### src/rtl/cordic_phase_feeder.sv
// Phase accumulator and quadrant-reduction front end for an iterative CORDIC sin/cos core.
// Issues one core conversion per sample and publishes the sign flags for the downstream fix-up.
module cordic_phase_feeder #(
    parameter int unsigned PHASE_W = 10,
    parameter int unsigned TIMEOUT = 32
) (
    input  logic               CLK,
    input  logic               RESET_PULSE,
    input  logic               EN,
    input  logic [PHASE_W-1:0] FREQ_WORD,
    input  logic               CORDIC_DONE,
    output logic [7:0]         ANGLE_OUT,
    output logic               CORDIC_START,
    output logic               SIN_NEG,
    output logic               COS_NEG,
    output logic [PHASE_W-1:0] PHASE_OUT,
    output logic               TAG_VALID,
    output logic               ERR
);

    typedef enum logic [1:0] {
        ST_IDLE,
        ST_ISSUE,
        ST_WAIT
    } state_t;

    state_t             r_state;
    state_t             w_next;
    logic [PHASE_W-1:0] r_phase;
    logic [PHASE_W-1:0] r_pend_phase;
    logic               r_pend_sneg;
    logic               r_pend_cneg;
    logic [7:0]         r_cnt;
    logic [7:0]         r_angle;
    logic               r_sin_neg;
    logic               r_cos_neg;
    logic [PHASE_W-1:0] r_phase_out;
    logic               r_tag_valid;
    logic               r_err;

    logic [1:0]         w_quad;
    logic [7:0]         w_frac;
    logic [7:0]         w_angle;
    logic               w_sneg;
    logic               w_cneg;
    logic               w_capture;
    logic               w_done;
    logic               w_timeout;

    // Odd quadrants mirror the fraction; bits below the top 8 are simply dropped.
    assign w_quad  = r_phase[PHASE_W-1 -: 2];
    assign w_frac  = r_phase[PHASE_W-3 -: 8];
    assign w_angle = w_quad[0] ? ~w_frac : w_frac;
    assign w_sneg  = w_quad[1];
    assign w_cneg  = w_quad[1] ^ w_quad[0];

    assign w_capture = (r_state == ST_IDLE) && EN;
    assign w_done    = (r_state == ST_WAIT) && CORDIC_DONE;
    assign w_timeout = (r_state == ST_WAIT) && !CORDIC_DONE && (r_cnt == 8'(TIMEOUT - 1));

    always_ff @(posedge CLK or negedge RESET_PULSE) begin
        if (!RESET_PULSE) begin
            r_state <= ST_IDLE;
        end else begin
            r_state <= w_next;
        end
    end

    always_comb begin
        w_next = r_state;
        case (r_state)
            ST_IDLE:  if (EN) w_next = ST_ISSUE;
            ST_ISSUE: w_next = ST_WAIT;
            ST_WAIT:  if (CORDIC_DONE || w_timeout) w_next = ST_IDLE;
            default:  w_next = ST_IDLE;
        endcase
    end

    always_ff @(posedge CLK or negedge RESET_PULSE) begin
        if (!RESET_PULSE) begin
            r_phase      <= '0;
            r_pend_phase <= '0;
            r_pend_sneg  <= 1'b0;
            r_pend_cneg  <= 1'b0;
            r_cnt        <= '0;
            r_angle      <= '0;
            r_sin_neg    <= 1'b0;
            r_cos_neg    <= 1'b0;
            r_phase_out  <= '0;
            r_tag_valid  <= 1'b0;
            r_err        <= 1'b0;
        end else begin
            r_tag_valid <= w_done;
            if (w_capture) begin
                r_angle      <= w_angle;
                r_pend_sneg  <= w_sneg;
                r_pend_cneg  <= w_cneg;
                r_pend_phase <= r_phase;
            end
            if (r_state == ST_ISSUE) begin
                r_cnt <= '0;
            end else if ((r_state == ST_WAIT) && !CORDIC_DONE && !w_timeout) begin
                r_cnt <= r_cnt + 8'd1;
            end
            // Phase advances only on a completed sample; a timeout retries the same phase.
            if (w_done) begin
                r_sin_neg   <= r_pend_sneg;
                r_cos_neg   <= r_pend_cneg;
                r_phase_out <= r_pend_phase;
                r_phase     <= r_phase + FREQ_WORD;
            end
            if (w_timeout) begin
                r_err <= 1'b1;
            end
        end
    end

    assign ANGLE_OUT    = r_angle;
    assign CORDIC_START = (r_state == ST_ISSUE);
    assign SIN_NEG      = r_sin_neg;
    assign COS_NEG      = r_cos_neg;
    assign PHASE_OUT    = r_phase_out;
    assign TAG_VALID    = r_tag_valid;
    assign ERR          = r_err;

endmodule
### config.mk
export PLATFORM = sky130hd
export DESIGN_NAME = cordic_phase_feeder
export DESIGN_NICKNAME = d
export VERILOG_FILES = /design/src/rtl/cordic_phase_feeder.sv
export SDC_FILE = /design/constraint.sdc
export NUM_CORES = 1
export LEC_CHECK = 0
export BUFFER_PORTS_ARGS = -buffer_cell sky130_fd_sc_hd__buf_2
export CAP_MARGIN = 20
export CELL_PAD_IN_SITES_DETAIL_PLACEMENT = 1
export CELL_PAD_IN_SITES_GLOBAL_PLACEMENT = 1
export CORE_ASPECT_RATIO = 0.9
export CORE_MARGIN = 2
export CORE_UTILIZATION = 23
export CTS_CLUSTER_SIZE = 40
export DETAILED_ROUTE_END_ITERATION = 8
export PLACE_DENSITY = 0.58
export RECOVER_POWER = 25
export SLEW_MARGIN = 20
export SYNTH_ARGS = -nofsm -noshare
export SYNTH_HDL_FRONTEND = slang
export SYNTH_SLANG_ARGS = --single-unit
### constraint.sdc
create_clock -name CLK -period 2.19 [get_ports CLK]
set_input_delay 0.1095 -clock CLK [delete_from_list [all_inputs] [get_ports CLK]]
set_output_delay 0.1095 -clock CLK [all_outputs]
set_load 0.01 [all_outputs]
Word-level counts from Yosys, hierarchy flattened
Index checks and enable logic that the tools add are counted.
- logic and storage cells: 38
- register bits: 54
- input bits: 14
- output and inout bits: 23
- add/sub/neg operators: 2
- reductions and logical operators: 11
- mux-type cells: 6
- equality and inequality tests: 5
- bitwise gates (word level): 2
- operators by type and width (operator ; count):
    $mux W8 ; 3
    $add A10 B10 Y10 ; 1
    $add A8 B1 Y8 const B ; 1
    $eq A8 B5 Y1 const B ; 1
    $not A8 Y8 ; 1
    $pmux W2 S3 ; 1
    $logic_and A1 B1 Y1 ; 5
    $mux W2 ; 2
    $ne A2 B2 Y1 const B ; 2
    $eq A2 B1 Y1 const B ; 1
    $eq A2 B2 Y1 const B ; 1
    $logic_not A1 Y1 ; 2
    $logic_not A2 Y1 ; 1
    $reduce_and A2 Y1 ; 1
    $reduce_bool A2 Y1 ; 1
    $logic_or A1 B1 Y1 ; 1
    $xor A1 B1 Y1 ; 1

Depth between registers and ports, before layout
Gate-level depths: netlist of run 1.
- depth in word-level cells: 7
- gate-level depth with buffers: 8
- depth with buffers taken out: 8

Worst setup path after synthesis of run 1
No wires, ideal clock.
- kind: reg-to-reg
- start point: reg r_phase[0]
- end point: reg r_phase[6]
- setup time: 0.069 ns
- cell stages (with the launch flop): 9
- path slack: 0.339 ns
- data required time: 2.121 ns
- arrival: 1.783 ns
- clock period less this slack: 1.851 ns
- cell sequence: dfrtp_1 ha_1 inv_1 fa_1 nor2b_1 o21a_1 o21a_1 or4_1 nand3_1
- longest elaborated chain between the ends: 1
- ends and longest elaborated chain (what ; RTL line ; RTL):
    start, declared ; 29 ; logic [PHASE_W-1:0] r_phase;
    start signal, assigned ; 110 ; r_phase <= r_phase + FREQ_WORD;
    $add A10 B10 Y10 ; 110 ;
Every way passes these cells.
A chain may end at the register's enable or synchronous reset.

Worst setup path in the final report of run 1
Ends and elaborated chain as after synthesis.

==> results of run 1 <==
worst max-delay path: cells and delay by family (launching register included):
family                     cells  cell delay (ns)
adders and majority gates      2             0.44
DFF                            1             0.42
and+or+nand+nor                3             0.61
buffers and inverters          1             0.08
AOI/OAI and AO/OA              2             0.39
area by class of cell:
type,count,area share (%)
flip-flops and latches,52,41.99
multi-input cells,182,38.60
repair buffers,43,7.469
well taps,152,6.136
clock buffers,5,4.037
inverters,8,0.9689
clock inverters,3,0.8074
layer usage:
| metal | GRT usage, % | wire length (um) |
|---|---|---|
| met2 | 16.92 | 2836 |
| met1 | 15.02 | 3002 |
| met5 | 0 | 0 |
| met3 | 2.098 | 203 |
| met4 | 2.065 | 31 |
power by group through the flow:
| stage | Combinational, mW | Clock, mW | Sequential (mW) |
|---|---|---|---|
| 6_report | 1.75 | 0.806 | 1.63 |
| 5_1_grt | 2.00 | 0.873 | 1.70 |
| 4_1_cts | 1.79 | 0.837 | 1.64 |
| 3_5_place_dp | 1.78 | 0 | 1.66 |
| 3_3_place_gp | 1.72 | 0 | 1.65 |
| 2_1_floorplan | 1.17 | 0 | 1.67 |
flip-flops by register name (all words and copies together) (netlist names), 2 cells and up:
name	flops
r_state	2
PHASE_OUT	9
r_phase	10
ANGLE_OUT	8
r_cnt	8
r_pend_phase	10
repair_timing:
| action | CTS | global route |
|---|---|---|
| hold endpoints to repair | 9 | 0 |
| setup endpoints to repair | 0 | 1 |
| hold buffers | 1 | 0 |
| resized for setup | 0 | 1 |
logic make-up (layout without fill, tap and decap cells):
logic type / count (synthesis) / in the layout
muxes: 10 / 10
and+or+nand+nor: 95 / 95
adders and majority gates: 11 / 11
AOI/OAI and AO/OA: 49 / 49
DFF: 52 / 52
xor gates and xnor gates: 17 / 17
buffers and inverters: 17 / 59
cell usage in the layout (no fill, tap or decap), types with 2 or more instances in the layout:
cell type / synthesis / final
a211oi_1: 4 / 3
a21o_1: 3 / 3
a21oi_1: 16 / 16
a31oi_1: 2 / 2
buf_2: 2 / 35
buf_4: 1 / 5
clkbuf_16: 0 / 5
dfrtp_1: 52 / 52
ha_1: 10 / 10
inv_1: 7 / 7
inv_6: 0 / 2
mux2_2: 10 / 10
nand2_1: 44 / 44
nand3_1: 6 / 6
nand3b_1: 2 / 2
nand4_1: 3 / 3
nor2_1: 15 / 15
nor3_1: 8 / 8
nor3b_1: 4 / 3
o211ai_1: 2 / 2
o21a_1: 3 / 3
o21ai_0: 14 / 14
xnor2_1: 12 / 12
xor2_1: 5 / 5
stage by stage:
stage	util, %	power, mW	instances
after CTS	28.65	4.268	445
after detailed placement	27.18	3.440	436
after floorplan	-	2.834	251
final	28.55	4.185	445
after global placement	27.18	3.376	436
after global routing	28.55	4.569	445
path summary, 6_finish.rpt:
kind / cells past startpoint / end
max in group asynchronous: 3 / r_phase[8]
setup reg to reg: 8 / r_phase[6]
setup / recovery: 8 / r_phase[6]
hold reg to reg: 1 / ERR
hold / removal: 4 / r_phase[0]
min in group asynchronous: 2 / ERR
==> results.md, run 1 <==
* Layout cell share with drive strength beyond 1 at 22.53%
* Pin count of the biggest net entering global routing at 44
* Int Pwr at 2.575 mW
* Area of the core at 10,860 um^2
* Psw at 1.610 mW
* Synth Area in XOR/XNOR at 5.799%
* Final HPWL DP at 4.455 mm
* Initial Utilization at 23.65%
* Ys Warns at 0
* DP Area at 2950 um^2
* Final min period at 2.010 ns
* DRT antenna net count at 0
* Clk sinks at 52
* Die height at 104.2 um
* Post-layout instance area at 3099 um^2
* Synth Area in Simple Gates at 18.18%
* Worst path max stage delay at 0.47 ns
* First-pass GRT wire length at 10.35 mm
* Syn Nets at 276
* Peak supply drop at 381.5 uV
* Worst path cell trace: ha_1 > inv_1 > fa_1 > nor2b_1 > o21a_1 > o21a_1 > or4_1 > nand3_1
* DRT Pass-1 Iters at 4
* Mapped Cells at 251
* Commonest cells post-synth: dfrtp_1, nand2_1, a21oi_1
* EDFF count, synth at 0
* DRT iter0 DRCs at 82
* GP Congestion at 0.7370
* Hold Crit Class: input pin to flip-flop
* Final net count at 317
* Initial antenna violation count at 0
* CTS max path bufs at 2
* Compound-Gate Fraction of Synth Area at 12.18%
* Total negative slack at 0 ns
* Startpoint Class: flip-flop
* Fmax at 497.5 MHz
* Endpoints failing setup at 0
* Combinational group share of total power at 41.7%
* Grt total ovfl at 0
* Critical Path Most Common Cell: o21a_1
* Total GRT Usage at 10.64%
* Post-synthesis mux area share at 4.386%
* Die X at 115.4 um
* Final Cycle Share at 91.79%
* Setup WS pre-CTS at 0.1947 ns
* Number of H-tree levels at 2
* Status: finished, final reports clean
* Post-Syn Area at 2567 um^2
* Max_cap viols at 0
* Die ar. at 12,030 um^2
* Filler cells at 1,244
* Most common flop cell mapped by yosys: dfrtp_1
* CTS clk-pin slew, worst paths at 0.08 ns
* Max Slew Vio Count at 0
* Final Hold Viols at 0
* Num CTS Buffers at 5
* WL final at 6.074 mm
* Post-CTS Setup Inserts at 0
* CP Class: flip-flop to flip-flop
* Post-synth cell types at 45
* Synth top area share at 50.68%
* I/O Pins at 37
* Synth-to-layout area growth at 20.71%
* Most frequent cell after synthesis: dfrtp_1
* Syn Area/Cell at 10.23 um^2
* Arrival @ worst endpoint at 2.25 ns
* Register area share after synthesis at 50.68%
* Clock root cell: clkbuf_16
* Clk_skew at 0.009561 ns
* Reg2Reg Setup Slack at 0.18 ns
* Cell row count at 36
* Antenna cell count at 0
* CP max-delay cell: or4_1
* Power density over the cells at 1350 nW/um^2
* RSZ-0062 raised after global routing: no
* Vias/cell at 4.404
* Vias in the first global route at 2,008
* FF/Latch Area at 1301 um^2
* Sw Share at 38.46%
* Worst setup margin at 0.1798 ns
* Drt wl/cell at 13.65 um
* Worst-path fanout max at 4
* Via count at 1,960
* FF+latch count, synth at 52
* Worst EP required at 2.43 ns
* Leak at 1.409 nW
* Adder and majority gate portion of the synthesized area at 5.653%
* Area of the multi-input gates at 1196 um^2
* Max_slew headroom at 29.75%
* Seq pwr share at 39.0%
* Number of remaining DRC errors at 0
* Clock Power Share at 19.3%
* Top cells by area, synth: dfrtp_1, nand2_1, ha_1, mux2_2, xnor2_1
* Worst slew pin tran at 1.054 ns
* Largest area contributor in the netlist: dfrtp_1
* CTS tree: yes
* Largest family of logic cells by synthesized area: simple AND/OR/NAND/NOR gates
* Worst setup startpoint: r_phase[0]
* Worst Setup End Kind: flip-flop
* Port bufs at 36
* Post-synth ARST share at 100.0%
* Hold Crit Start: FREQ_WORD[0]
* Reg2Reg Launch Point: r_phase[0]
* Clock latency at the later pin of the worst-skew pair at 0.30 ns
* Hold Slack at 0.1595 ns
No activity file was read; power rests on OpenSTA's default activity.
==> run 2, diff against run 1 <==
--- a/config.mk
+++ b/config.mk
@@ -14,8 +14,9 @@
 export CORE_UTILIZATION = 23
 export CTS_CLUSTER_SIZE = 40
 export DETAILED_ROUTE_END_ITERATION = 8
+export MAX_ROUTING_LAYER = met4
 export PLACE_DENSITY = 0.58
-export RECOVER_POWER = 25
+export RECOVER_POWER = 100
 export SLEW_MARGIN = 20
 export SYNTH_ARGS = -nofsm -noshare
 export SYNTH_HDL_FRONTEND = slang
==> run 2 against run 1 <==
  * Worst setup slack better by 0.0033 ns
  * Via count down 0.26%
  * First-iteration DRC count fell by 26%
  * Critical path depth unchanged
  * Hold slack about the same
  * Sequential cell count unchanged
  * Clock skew shrank 0.00086 ns
  * Maximum frequency is 0.17% higher
  * Total power fell by 1.8%
  * Largest cell class unchanged
  * Largest power group unchanged
==> results.md, run 2 (synthesis gave the netlist of run 1 again) <==
* Status: finished, final reports clean (unchanged)
* Via count at 1,955 (was 1,960)
* Cell row count at 36 (unchanged)
* Clk sinks at 52 (unchanged)
* DRT antenna net count at 0 (unchanged)
* Fin util at 27.92% (was 28.55%)
* Max_slew headroom at 29.52% (was 29.75%)
* Area of the core at 10,860 um^2 (unchanged)
* Final HPWL DP at 4.455 mm (unchanged)
* DRT Pass-1 Iters at 4 (unchanged)
* Grt total ovfl at 0 (unchanged)
* Drt wl/cell at 13.79 um (was 13.65 um)
* Reg2Reg Setup Slack at 0.18 ns (about the same)
* CTS tree: yes (unchanged)
* Clock root cell: clkbuf_16 (unchanged)
* Max_cap viols at 0 (unchanged)
* Final min period at 2.007 ns (was 2.010 ns)
* CP Class: flip-flop to flip-flop (unchanged)
* Pwr Total at 4.109 mW (was 4.185 mW)
* Hold Crit Class: input pin to flip-flop (unchanged)
* Initial Utilization at 23.65% (unchanged)
* Worst-path fanout max at 4 (unchanged)
* Total negative slack at 0 ns (unchanged)
* Leak at 1.319 nW (was 1.409 nW)
* I/O Pins at 37 (unchanged)
* Pin count of the biggest net entering global routing at 44 (unchanged)
* Worst Setup End Kind: flip-flop (unchanged)
* Antenna cell count at 0 (unchanged)
* Final Hold Viols at 0 (unchanged)
* WHS Path Cells at 4 (unchanged)
* FF-to-FF path depth at 8 (unchanged)
* GP Congestion at 0.7461 (was 0.7370)
* Power density over the cells at 1356 nW/um^2 (was 1350 nW/um^2)
* Port bufs at 36 (unchanged)
* Layout cell share with drive strength beyond 1 at 13.31% (was 22.53%)
* Worst slew pin tran at 1.057 ns (was 1.054 ns)
* Hold Slack at 0.1596 ns (was 0.1595 ns)
* Initial antenna violation count at 0 (unchanged)
* Die ar. at 12,030 um^2 (unchanged)
* CTS clk-pin slew, worst paths at 0.08 ns (about the same)
* Most frequent cells in the layout: dfrtp_1, nand2_1, clkbuf_1 (was dfrtp_1, nand2_1, buf_2)
* First-pass GRT wire length at 10.36 mm (was 10.35 mm)
* Clock latency at the later pin of the worst-skew pair at 0.29 ns (was 0.30 ns)
* Number of H-tree levels at 2 (unchanged)
* WL final at 6.135 mm (was 6.074 mm)
* Post-Layout Cell Count at 445 (unchanged)
* CTS max path bufs at 2 (unchanged)
* Peak supply drop at 372.8 uV (was 381.5 uV)
* Total GRT Usage at 10.94% (was 10.64%)
* Placed Cells at 436 (unchanged)
* DRT iter0 DRCs at 61 (was 82)
* Die X at 115.4 um (unchanged)
* Synth-to-layout area growth at 18.03% (was 20.71%)
* Vias/cell at 4.393 (was 4.404)
* Arrival @ worst endpoint at 2.24 ns (was 2.25 ns)
* Num CTS Buffers at 5 (unchanged)
* Final net count at 317 (unchanged)
* Max Slew Vio Count at 0 (unchanged)
* RSZ-0062 raised after global routing: no (unchanged)
* Endpoints failing setup at 0 (unchanged)
* Die height at 104.2 um (unchanged)
* Vias in the first global route at 2,009 (was 2,008)
* Fmax at 498.3 MHz (was 497.5 MHz)
* Startpoint Class: flip-flop (unchanged)
* Worst EP required at 2.43 ns (about the same)
* Number of remaining DRC errors at 0 (unchanged)
* Commonest non-fill, non-tap cell in the layout: dfrtp_1 (unchanged)
* Final Cycle Share at 91.64% (was 91.79%)
* Clk_skew at 0.008697 ns (was 0.009561 ns)
## run 2: cell types whose count changed in the layout (fill, tap and decap cells not counted), moves of 2 or more
cell / change
buf_4: -3
nor3b_1: +2
clkbuf_1: +24
buf_2: -23
clkbuf_2: +2
## run 2: power breakdown
group,internal [mW],switching [mW],leakage (nW)
logic,0.719,0.952,0.596
clock network,0.433,0.372,0.0708
registers,1.35,0.286,0.652
## run 2: routing by layer
| metal | part of all wire, % | global-route usage, % | wire length (um) | up-vias |
|---|---|---|---|---|
| li1 | - | - | - | 957 |
| met1 | 50 | 15.09 | 3073 | 965 |
| met2 | 46 | 16.92 | 2842 | 29 |
| met3 | 3.0 | 1.981 | 187 | 4 |
| met4 | 0.52 | 2.065 | 32 | 0 |
| met5 | 0 | - | 0 | - |
## run 2: final cells by class
cell class                      instances  area, um^2
Tap cell                              152       190.2
Clock buffer                            5       125.1
Clock inverter                          3       25.02
Timing Repair Buffer                   43       193.9
Sequential cell                        52        1301
Inverter                                8       30.03
Fill cell                            1253        7825
Multi-Input combinational cell        182        1165
## run 2: worst paths after layout
kind	start	end
max	r_phase[0]	r_phase[6]
min in group asynchronous	RESET_PULSE	ERR
min reg2reg	ERR	ERR
min	FREQ_WORD[0]	r_phase[0]
max reg2reg	r_phase[0]	r_phase[6]
max in group asynchronous	RESET_PULSE	r_phase[8]
## run 2: stage by stage
stage / instance area [um^2] / setup slack, ns
finish: 3030 / 0.1831
detailed placement: 2950 / 0.1947
CTS: 3110 / 0.1842
global route: 3030 / 0.08363
global placement: 2950 / 0.2491
floorplan: 2567 / 0.3386
## run 2: critical path, stage by stage (launching register included)
cell and delay, ns:
dfrtp_1 0.42, ha_1 0.25, inv_1 0.08, fa_1 0.19
nor2b_1 0.05, o21a_1 0.19, o21a_1 0.20, or4_1 0.47
nand3_1 0.09
## run 2: repair_timing
item / CTS / global route
endpoints found under the setup margin: 0 / 1
setup buffers: 0 / 0
hold buffers: 1 / 0
hold endpoints to repair: 9 / 0
gates resized for setup: 0 / 1
==> run 3, diff against run 2 <==
--- a/config.mk
+++ b/config.mk
@@ -9,7 +9,6 @@
 export CAP_MARGIN = 20
 export CELL_PAD_IN_SITES_DETAIL_PLACEMENT = 1
 export CELL_PAD_IN_SITES_GLOBAL_PLACEMENT = 1
-export CORE_ASPECT_RATIO = 0.9
 export CORE_MARGIN = 2
 export CORE_UTILIZATION = 23
 export CTS_CLUSTER_SIZE = 40
==> run 3 against run 2 <==
  * The flow now finishes with violations (capacitance limit, slew limit)
  * Via count hardly changed
  * Maximum frequency is 0.97% lower
  * Combinational power hardly changed
  * Global-route usage is 0.33 points higher
  * Critical endpoint unchanged
==> results.md, run 3 (synthesis gave the netlist of run 1 again) <==
* First-pass GRT wire length at 10.16 mm (was 10.36 mm)
* Critical Path Most Common Cell: o21a_1 (unchanged)
* I/O Pins at 37 (unchanged)
* Worst EP required at 2.44 ns (was 2.43 ns)
* Cell row count at 38 (was 36)
* CP max-delay cell: or4_1 (unchanged)
* Pin count of the biggest net entering global routing at 30 (was 44)
* RSZ-0062 raised after global routing: no (unchanged)
* Drt wl/cell at 14.14 um (was 13.79 um)
* CTS max path bufs at 2 (unchanged)
* Final min period at 2.027 ns (was 2.007 ns)
* Initial Utilization at 23.58% (was 23.65%)
* Hold Crit Class: input pin to flip-flop (unchanged)
* Max_cap viols at 1 (was 0)
* Most frequent cells in the layout: dfrtp_1, nand2_1, clkbuf_1 (unchanged)
* Worst-path fanout max at 4 (unchanged)
* Die height at 109.7 um (was 104.2 um)
* Clk_skew at 0.005229 ns (was 0.008697 ns)
* Arrival @ worst endpoint at 2.27 ns (was 2.24 ns)
* Grt total ovfl at 0 (unchanged)
* Port bufs at 36 (unchanged)
* Final net count at 320 (was 317)
* Worst slew pin tran at 1.558 ns (was 1.057 ns)
* Startpoint Class: flip-flop (unchanged)
* CTS tree: yes (unchanged)
* Synth-to-layout area growth at 16.81% (was 18.03%)
* Hold Slack at 0.1326 ns (was 0.1596 ns)
* CTS clk-pin slew, worst paths at 0.10 ns (was 0.08 ns)
* Initial antenna violation count at 0 (unchanged)
* Worst path cell trace: ha_1 > inv_1 > fa_1 > nor2b_1 > o21a_1 > o21a_1 > or4_1 > nand3_1 (unchanged)
* Clock latency at the later pin of the worst-skew pair at 0.31 ns (was 0.29 ns)
* Post-CTS Setup Inserts at 0 (unchanged)
* Fmax at 493.4 MHz (was 498.3 MHz)
* Clk sinks at 52 (unchanged)
* Final Hold Viols at 0 (unchanged)
* Max Slew Vio Count at 30 (was 0)
* Status: finished, violations left (was finished, final reports clean)
* Worst path max stage delay at 0.48 ns (was 0.47 ns)
* Antenna cell count at 0 (unchanged)
* Final HPWL DP at 4.673 mm (was 4.455 mm)
* Num CTS Buffers at 5 (unchanged)
* Total negative slack at 0 ns (unchanged)
* Met3 wire length at 234 um (was 187 um)
* Highest metal used: met4 (unchanged)
* Total GRT Usage at 11.27% (was 10.94%)
* Vias/cell at 4.482 (was 4.393)
* Power density over the cells at 1325 nW/um^2 (was 1356 nW/um^2)
* DR WL met2 at 2.875 mm (was 2.842 mm)
* Max_slew headroom at -3.874% (was 29.52%)
* Peak supply drop at 318.4 uV (was 372.8 uV)
* Via count at 1,954 (was 1,955)
* Vias in the first global route at 1,986 (was 2,009)
* WL final at 6.163 mm (was 6.135 mm)
* Number of H-tree levels at 2 (unchanged)
* Leak at 1.313 nW (was 1.319 nW)
* Clock root cell: clkbuf_8 (was clkbuf_16)
* DRT antenna net count at 0 (unchanged)
* Post-CTS Hold Fix Bufs at 1 (unchanged)
* WL met1 at 2.991 mm (was 3.073 mm)
* Pwr Total at 3.974 mW (was 4.109 mW)
* CP Class: flip-flop to flip-flop (unchanged)
* Area of the core at 10,890 um^2 (was 10,860 um^2)
* Post_cts resized at 0 (unchanged)
* Die X at 109.7 um (was 115.4 um)
* Endpoints failing setup at 0 (unchanged)
* Die ar. at 12,020 um^2 (was 12,030 um^2)
* Final Cycle Share at 92.54% (was 91.64%)
* Failing checks: capacitance limit, slew limit
* Number of remaining DRC errors at 0 (unchanged)
* Layout cell share with drive strength beyond 1 at 12.84% (was 13.31%)
* GP Congestion at 0.7871 (was 0.7461)
* Worst Setup End Kind: flip-flop (unchanged)
* DRT iter0 DRCs at 92 (was 61)
* Commonest non-fill, non-tap cell in the layout: dfrtp_1 (unchanged)
* DRT Pass-1 Iters at 4 (unchanged)
-- run 3: per-stage QoR --
step / area [um^2] / worst slack, ns / instances / utilization (%)
2_1_floorplan: 2567 / 0.3386 / 251 / -
3_3_place_gp: 2945 / 0.2612 / 427 / 27.05
3_5_place_dp: 2945 / 0.1923 / 427 / 27.05
4_1_cts: 3063 / 0.1496 / 436 / 28.13
5_1_grt: 2999 / 0.04407 / 436 / 27.55
6_report: 2999 / 0.1634 / 436 / 27.55
-- run 3: critical path, delay by kind of cell (launching register included) --
kind / cells / cell delay [ns]
buffers and inverters: 1 / 0.08
adder cells (fa/ha/maj): 2 / 0.44
flip-flops: 1 / 0.43
AND/OR/NAND/NOR: 3 / 0.64
AO/OA/AOI/OAI: 2 / 0.38
-- run 3: layout make-up --
| type | count | area [um^2] |
|---|---|---|
| sequential | 52 | 1301 |
| multi-input combinational | 182 | 1171 |
| inverter | 8 | 30.03 |
| tap | 140 | 175.2 |
| clock buffer | 6 | 72.57 |
| clock inverter | 2 | 35.03 |
| fill | 1264 | 7889 |
| timing repair buffer | 46 | 214.0 |
-- run 3: where the power goes --
group | internal (mW) | switching [mW]
Combinational | 0.727 | 0.951
Clock | 0.340 | 0.322
Sequential | 1.35 | 0.287
Total | 2.41 | 1.56
-- run 3: routing by layer --
layer  global-route usage (%)  up-vias
met4                    2.712        0
met3                    2.312        5
met5                        -        -
met2                    18.30       27
li1                         -      959
met1                    14.45      963
-- run 3: final timing paths --
kind | startpoint | to | slack (ns) | cells past startpoint
setup / recovery | r_phase[0] | r_phase[6] | 0.16 | 8
hold / removal | FREQ_WORD[0] | r_phase[0] | 0.13 | 4
setup reg to reg | r_phase[0] | r_phase[6] | 0.16 | 8
hold reg to reg | ERR | ERR | 0.47 | 1
max in group asynchronous | RESET_PULSE | PHASE_OUT[6] | 0.53 | 3
min in group asynchronous | RESET_PULSE | r_cnt[6] | 0.71 | 2
